[src/rtl/regfile_wr_arbiter.sv]
// Round-robin arbiter merging two register-file write requesters onto one write port.
// Grant is combinational (no grants under stall/reset); the winner's write is issued on RegWrite one cycle later.
module regfile_wr_arbiter #(
  parameter int DATA_W = 32,
  parameter int CNT_W  = 8
) (
  input  logic              clk,
  input  logic              reset,
  input  logic              stall,
  input  logic              req0_valid,
  input  logic [1:0]        req0_reg,
  input  logic [DATA_W-1:0] req0_data,
  output logic              req0_ready,
  input  logic              req1_valid,
  input  logic [1:0]        req1_reg,
  input  logic [DATA_W-1:0] req1_data,
  output logic              req1_ready,
  output logic [1:0]        WriteReg,
  output logic [DATA_W-1:0] WriteData,
  output logic              RegWrite,
  output logic [3:0]        pending,
  output logic [CNT_W-1:0]  wr_count
);

  typedef struct packed {
    logic [1:0]        rg;
    logic [DATA_W-1:0] dat;
  } wr_t;

  logic prio;
  logic open_slot;
  logic grant0;
  logic grant1;
  logic granted;
  wr_t  win;

  // prio names the requester that wins when both are valid.
  always_comb begin
    open_slot = !reset && !stall;
    grant0    = open_slot && req0_valid && (!req1_valid || !prio);
    grant1    = open_slot && req1_valid && (!req0_valid ||  prio);
    granted   = grant0 || grant1;
    win       = grant1 ? {req1_reg, req1_data} : {req0_reg, req0_data};
  end

  assign req0_ready = grant0;
  assign req1_ready = grant1;

  always_ff @(posedge clk) begin
    if (reset) begin
      prio      <= 1'b0;
      RegWrite  <= 1'b0;
      WriteReg  <= '0;
      WriteData <= '0;
      pending   <= '0;
      wr_count  <= '0;
    end else begin
      RegWrite <= granted;
      pending  <= granted ? (4'b0001 << win.rg) : 4'b0000;
      if (granted) begin
        WriteReg  <= win.rg;
        WriteData <= win.dat;
        prio      <= grant0;
      end
      if (RegWrite) begin
        wr_count <= wr_count + CNT_W'(1);
      end
    end
  end

endmodule

[config.mk]
export PLATFORM = sky130hd
export DESIGN_NAME = regfile_wr_arbiter
export DESIGN_NICKNAME = d
export VERILOG_FILES = /design/src/rtl/regfile_wr_arbiter.sv
export SDC_FILE = /design/constraint.sdc
export NUM_CORES = 1
export LEC_CHECK = 0
export BUFFER_PORTS_ARGS = -buffer_cell sky130_fd_sc_hd__buf_2
export CORE_AREA = 2 2 87 89
export DETAILED_ROUTE_END_ITERATION = 10
export DIE_AREA = 0 0 89 91
export SLEW_MARGIN = 5
export SYNTH_ARGS = -nofsm -noshare
export SYNTH_HDL_FRONTEND = slang
export SYNTH_SLANG_ARGS = --single-unit
[constraint.sdc]
create_clock -name clk -period 1.1 [get_ports clk]
set_input_delay 0 -clock clk [delete_from_list [all_inputs] [get_ports clk]]
set_output_delay 0 -clock clk [all_outputs]
set_load 0.03 [all_outputs]
## After elaboration in Yosys (flattened, before gate mapping)

Index checks and enable logic that the tools add are counted.

- $add $sub $neg: 1
- Shifts and indexed selects: 1
- Mux-type cells: 1
- Bitwise logic cells: 1
- Reduce and logical (&&, ||, !) cells: 14

Operator list:

| kind | count |
|---|---|
| 2-to-1 mux 34 bit | 1 |
| adder 8 x 1 -> 8 bit, second input constant | 1 |
| logical AND 1 bit | 5 |
| zero test 1 bit | 5 |
| << shifter 1 x 2 -> 4 bit, first input constant | 1 |
| logical OR 1 bit | 3 |
| OR reduction 2 bit | 1 |
| NOT 1 bit | 1 |

- Register bits: 48
- Input bits: 73
- Word-level logic and storage cells: 24

## Longest topological paths before layout

- Depth after elaboration: 7
- Mapped depth: 5
- Gate-level depth less buffers: 4

## Worst setup path after synthesis

Ideal clock, no wire load.

- Path type: register -> register
- From: reg RegWrite
- To: reg wr_count[5]
- Library setup time: 0.070 ns
- Arrival: 1.342 ns
- Required time: 1.030 ns
- Setup slack: -0.312 ns
- Stages on the path, launching flop included: 5
- Period minus slack after synthesis: 1.412 ns
- Path through: dfxtp_1 > buf_2 > nand4_1 > or3_1 > a21oi_1

RTL lines:

| what | RTL line | text |
|---|---|---|
| start, declared | 20 | `output logic RegWrite,` |
| start signal, assigned | 58 | `RegWrite <= granted;` |
| end signal, assigned | 66 | `wr_count <= wr_count + CNT_W'(1);` |
| end, declared | 22 | `output logic [CNT_W-1:0] wr_count` |

## Worst setup path after layout

- From: reg prio
- To: reg WriteData[15]

- Longest elaborated chain between the ends: 4
- Elaborated cells on any way between the ends: 7
- Those cells by class: 1 x mux; 6 x reduce/logical

Ends and longest elaborated chain:

| what | RTL line | text |
|---|---|---|
| start, declared | 30 | `logic prio;` |
| start signal, assigned | 63 | `prio <= grant0;` |
| zero test 1 bit | 40 | `grant0 = open_slot && req0_valid && (!req1_valid \|\| !prio);` |
| logical OR 1 bit | 40 |  |
| logical AND 1 bit | 40 |  |
| logical OR 1 bit | 42 | `granted = grant0 \|\| grant1;` |
| end signal, assigned | 62 | `WriteData <= win.dat;` |
| end, declared | 19 | `output logic [DATA_W-1:0] WriteData,` |

Several ways; a longest one is shown, not always the timed one.
A chain may end at the register's enable or synchronous reset.

==> metrics.txt <==
outcome=finished, violations left; failing checks=negative setup slack; Tcrit/Tclk final=105%; PD cells=1220 mW/mm2; post-DP HPWL=5150 um; # placed instances=508; Final Hold Violating Endpoints=0; synthesized area=0.00237 mm2; Tmin final=1.16 ns; Mean Syn Cell Area=7.92 um2; filler cell count=654; Crit. End Element=register; Via Count=3035; DR pass1 iterations=4; CP top delay family=flip-flops; routed wire length=9070 um; GPL Wtd Cong=0.793; row count=31; worst r2r src=prio; Mapped Cells=300; Yosys warning total=0; setup slack at placement=-0.0956 ns; Worst Tran Pin Value=0.651 ns; syn_nets=374; PnR worst setup slack=-0.0558 ns; Clock Sink Count=48; initial antenna violation count=0; first-pass GRT wire length=13700 um; I/O Pins=122; CTS clk-pin slew, worst paths=0.09 ns; Area after DPL=0.00318 mm2; crit path launch=prio; R2R setup slack=-0.06 ns; Final ANT Viol Nets=0; RSZ-0062 raised after global routing=true; layout cell share with drive strength beyond 1=37.8%; CTS Buffer Depth=2; Power Total=0.00505 W; Critical Path Fanout Max=14; Worst VDD drop=0.729 mV; P&R area growth vs syn=74.7%; Die H=91 um; Clock Skews=0.00935 ns; Non-Filler Instances=589; Buf/Inv on CP=1; f_max=865 MHz; flops & latches, synth=48; Seq/Total Area, Yosys=40.5%; CP Cell Sequence=and2b_4 > clkbuf_16 > o21ai_1 > a31oi_1; Port-buffer cells=121; WL/cell=15.4 um; crit path capture=WriteData[15]; max incr delay on CP=0.36 ns; initial core utilization=33.3%; CTS root buf=clkbuf_8; Setup crit start kind=register; clock latency on the worst-skew pair=0.30 ns; H-tree depth=2; Crit Path Class=register to register; critical path arrival=1.31 ns; reg2reg path depth=4; largest net degree at the start of global routing=44; critical path's slowest cell=dfxtp_2; final setup vio count=16; CTS buffer count=5; number of global-route vias before repair=2895; Antenna Cells=0; Slew Limit Fails=0; worst endpoint required time=1.25 ns; Core Region=0.00714 mm2; Residual DRC=0; gr ovfl total=0; Die W=89 um; nets=563; Vias per Instance=5.15; full die area=0.00810 mm2; TritonCTS clock tree=built; Max-Cap Viols=0; Min-Delay Path Class=primary input to register; Netlist cell types=29; Max-slew headroom=56.6%; Pleak=1.81 nW; gr usage total=21.2%; final instance area=0.00415 mm2; WP depth=4; DRC marker count from the first detailed-route iteration=118; RR Endpoint=WriteData[15]
[synth_stat cells]
cell type / instances / area [um2]
o21ai_0: 32 / 160
buf_4: 1 / 7.51
clkbuf_1: 14 / 52.6
nand4_1: 6 / 37.5
or2_1: 1 / 6.26
ha_1: 1 / 12.5
nor2_1: 6 / 22.5
buf_2: 14 / 70.1
and3_1: 2 / 12.5
o21ai_1: 5 / 25.0
inv_2: 1 / 3.75
o21bai_1: 1 / 7.51
nor2b_1: 34 / 213
nand3_1: 34 / 170
xnor2_1: 1 / 8.76
nand4b_1: 2 / 17.5
o41ai_2: 1 / 16.3
buf_6: 2 / 22.5
and2b_1: 1 / 7.51
mux2i_1: 4 / 40.0
dfxtp_1: 48 / 961
a31oi_1: 34 / 213
or3_1: 3 / 18.8
nor2_2: 1 / 6.26
nand2b_1: 4 / 25.0
inv_1: 1 / 3.75
nand2_1: 6 / 22.5
a21oi_1: 37 / 185
xor2_1: 3 / 26.3
[stage by stage]
| step | hold WS [ns] | util [%] | setup TNS [ns] |
|---|---|---|---|
| final | 0.142 | 58.1 | -0.304 |
| after global routing | 0.160 | 58.1 | -1.90 |
| after CTS | 0.139 | 56.8 | -1.41 |
| after detailed placement | 0.276 | 44.6 | -2.18 |
| after global placement | 0.274 | 44.6 | -1.14 |
| after floorplan | 0.100 | - | -0.283 |
[layer usage]
layer  GRT usage (%)  vias up  routed length, um
li1                -     1459                  -
met4            6.47        0                134
met3            5.00       14                700
met5               0        -                  0
met1            25.6     1396               3820
met2            36.6      166               4410
[layout by cell type, fill, tap and decap left out, types with 2 or more instances in the layout]
cell type | netlist | layout
dlygate4sd3_1 | 0 | 68
nand4_1 | 6 | 6
nand2_1 | 6 | 5
bufinv_16 | 0 | 2
dfxtp_2 | 0 | 6
o21ai_0 | 32 | 3
clkbuf_8 | 0 | 5
o21ai_1 | 5 | 22
nand2b_1 | 4 | 3
o21ai_2 | 0 | 12
a31oi_1 | 34 | 34
buf_2 | 14 | 119
or3_1 | 3 | 2
nand3_1 | 34 | 34
buf_6 | 2 | 3
nor2_1 | 6 | 6
dfxtp_4 | 0 | 3
dfxtp_1 | 48 | 39
nand4b_1 | 2 | 2
buf_4 | 1 | 19
clkbuf_16 | 0 | 2
xor2_1 | 3 | 3
mux2i_1 | 4 | 4
a21oi_2 | 0 | 2
buf_12 | 0 | 3
a21oi_1 | 37 | 35
nor2b_1 | 34 | 34
[state kept, by name (all words and copies together) (netlist names)]
name,flops
pending,4
WriteReg,2
RegWrite,1
WriteData,32
prio,1
wr_count,8
[worst min path at each step]
stage	startpoint	to	slack, ns	depth (start not counted)
CTS	stall	pending[0]	0.14	5
finish	stall	pending[0]	0.14	5
global placement	req0_reg[1]	pending[0]	0.27	2
floorplan	req0_reg[1]	pending[0]	0.10	1
global route	stall	pending[0]	0.16	5
detailed placement	req0_reg[1]	pending[0]	0.28	2
[where the power goes]
part	switching [W]	internal [W]	total (W)	leakage (nW)
clock network	0.000606	0.00105	0.00165	0.0765
logic	0.000814	0.000636	0.00145	1.33
registers	0.0000672	0.00188	0.00194	0.402
[worst register-to-register path, stage by stage, from the launching register on]
cell	delay (ns)
dfxtp_2	0.36
and2b_4	0.22
clkbuf_16	0.18
o21ai_1	0.16
a31oi_1	0.10
[repair_timing]
action	4_1_cts	5_1_grt
pin swaps	3	4
setup buffers	3	1
setup endpoints to repair	36	42
cloned	0	1
hold buffers	68	0
gates resized for setup	15	38
endpoints found under the hold margin	36	0
[layout make-up]
type / instances / area, um2 / area share, %
repair buffers: 213 / 1540 / 37.1
multi-input cells: 219 / 1350 / 32.4
flip-flops and latches: 48 / 980 / 23.6
well taps: 99 / 124 / 2.99
clock buffers: 6 / 93.8 / 2.26
clock inverters: 2 / 60.1 / 1.45
inverters: 2 / 7.51 / 0.181
[cell families (layout without fill, tap and decap cells)]
| kind of cell | after synthesis | after routing | synth area share, % |
|---|---|---|---|
| and+or+nand+nor | 100 | 100 | 23.6 |
| buffers and inverters | 33 | 223 | 6.74 |
| muxes | 4 | 4 | 1.69 |
| adders and majority gates | 1 | 1 | 0.527 |
| DFF | 48 | 48 | 40.5 |
| AOI/OAI and AO/OA | 110 | 110 | 25.6 |
| xor gates and xnor gates | 4 | 4 | 1.48 |
(Power assumes the default switching activity.)
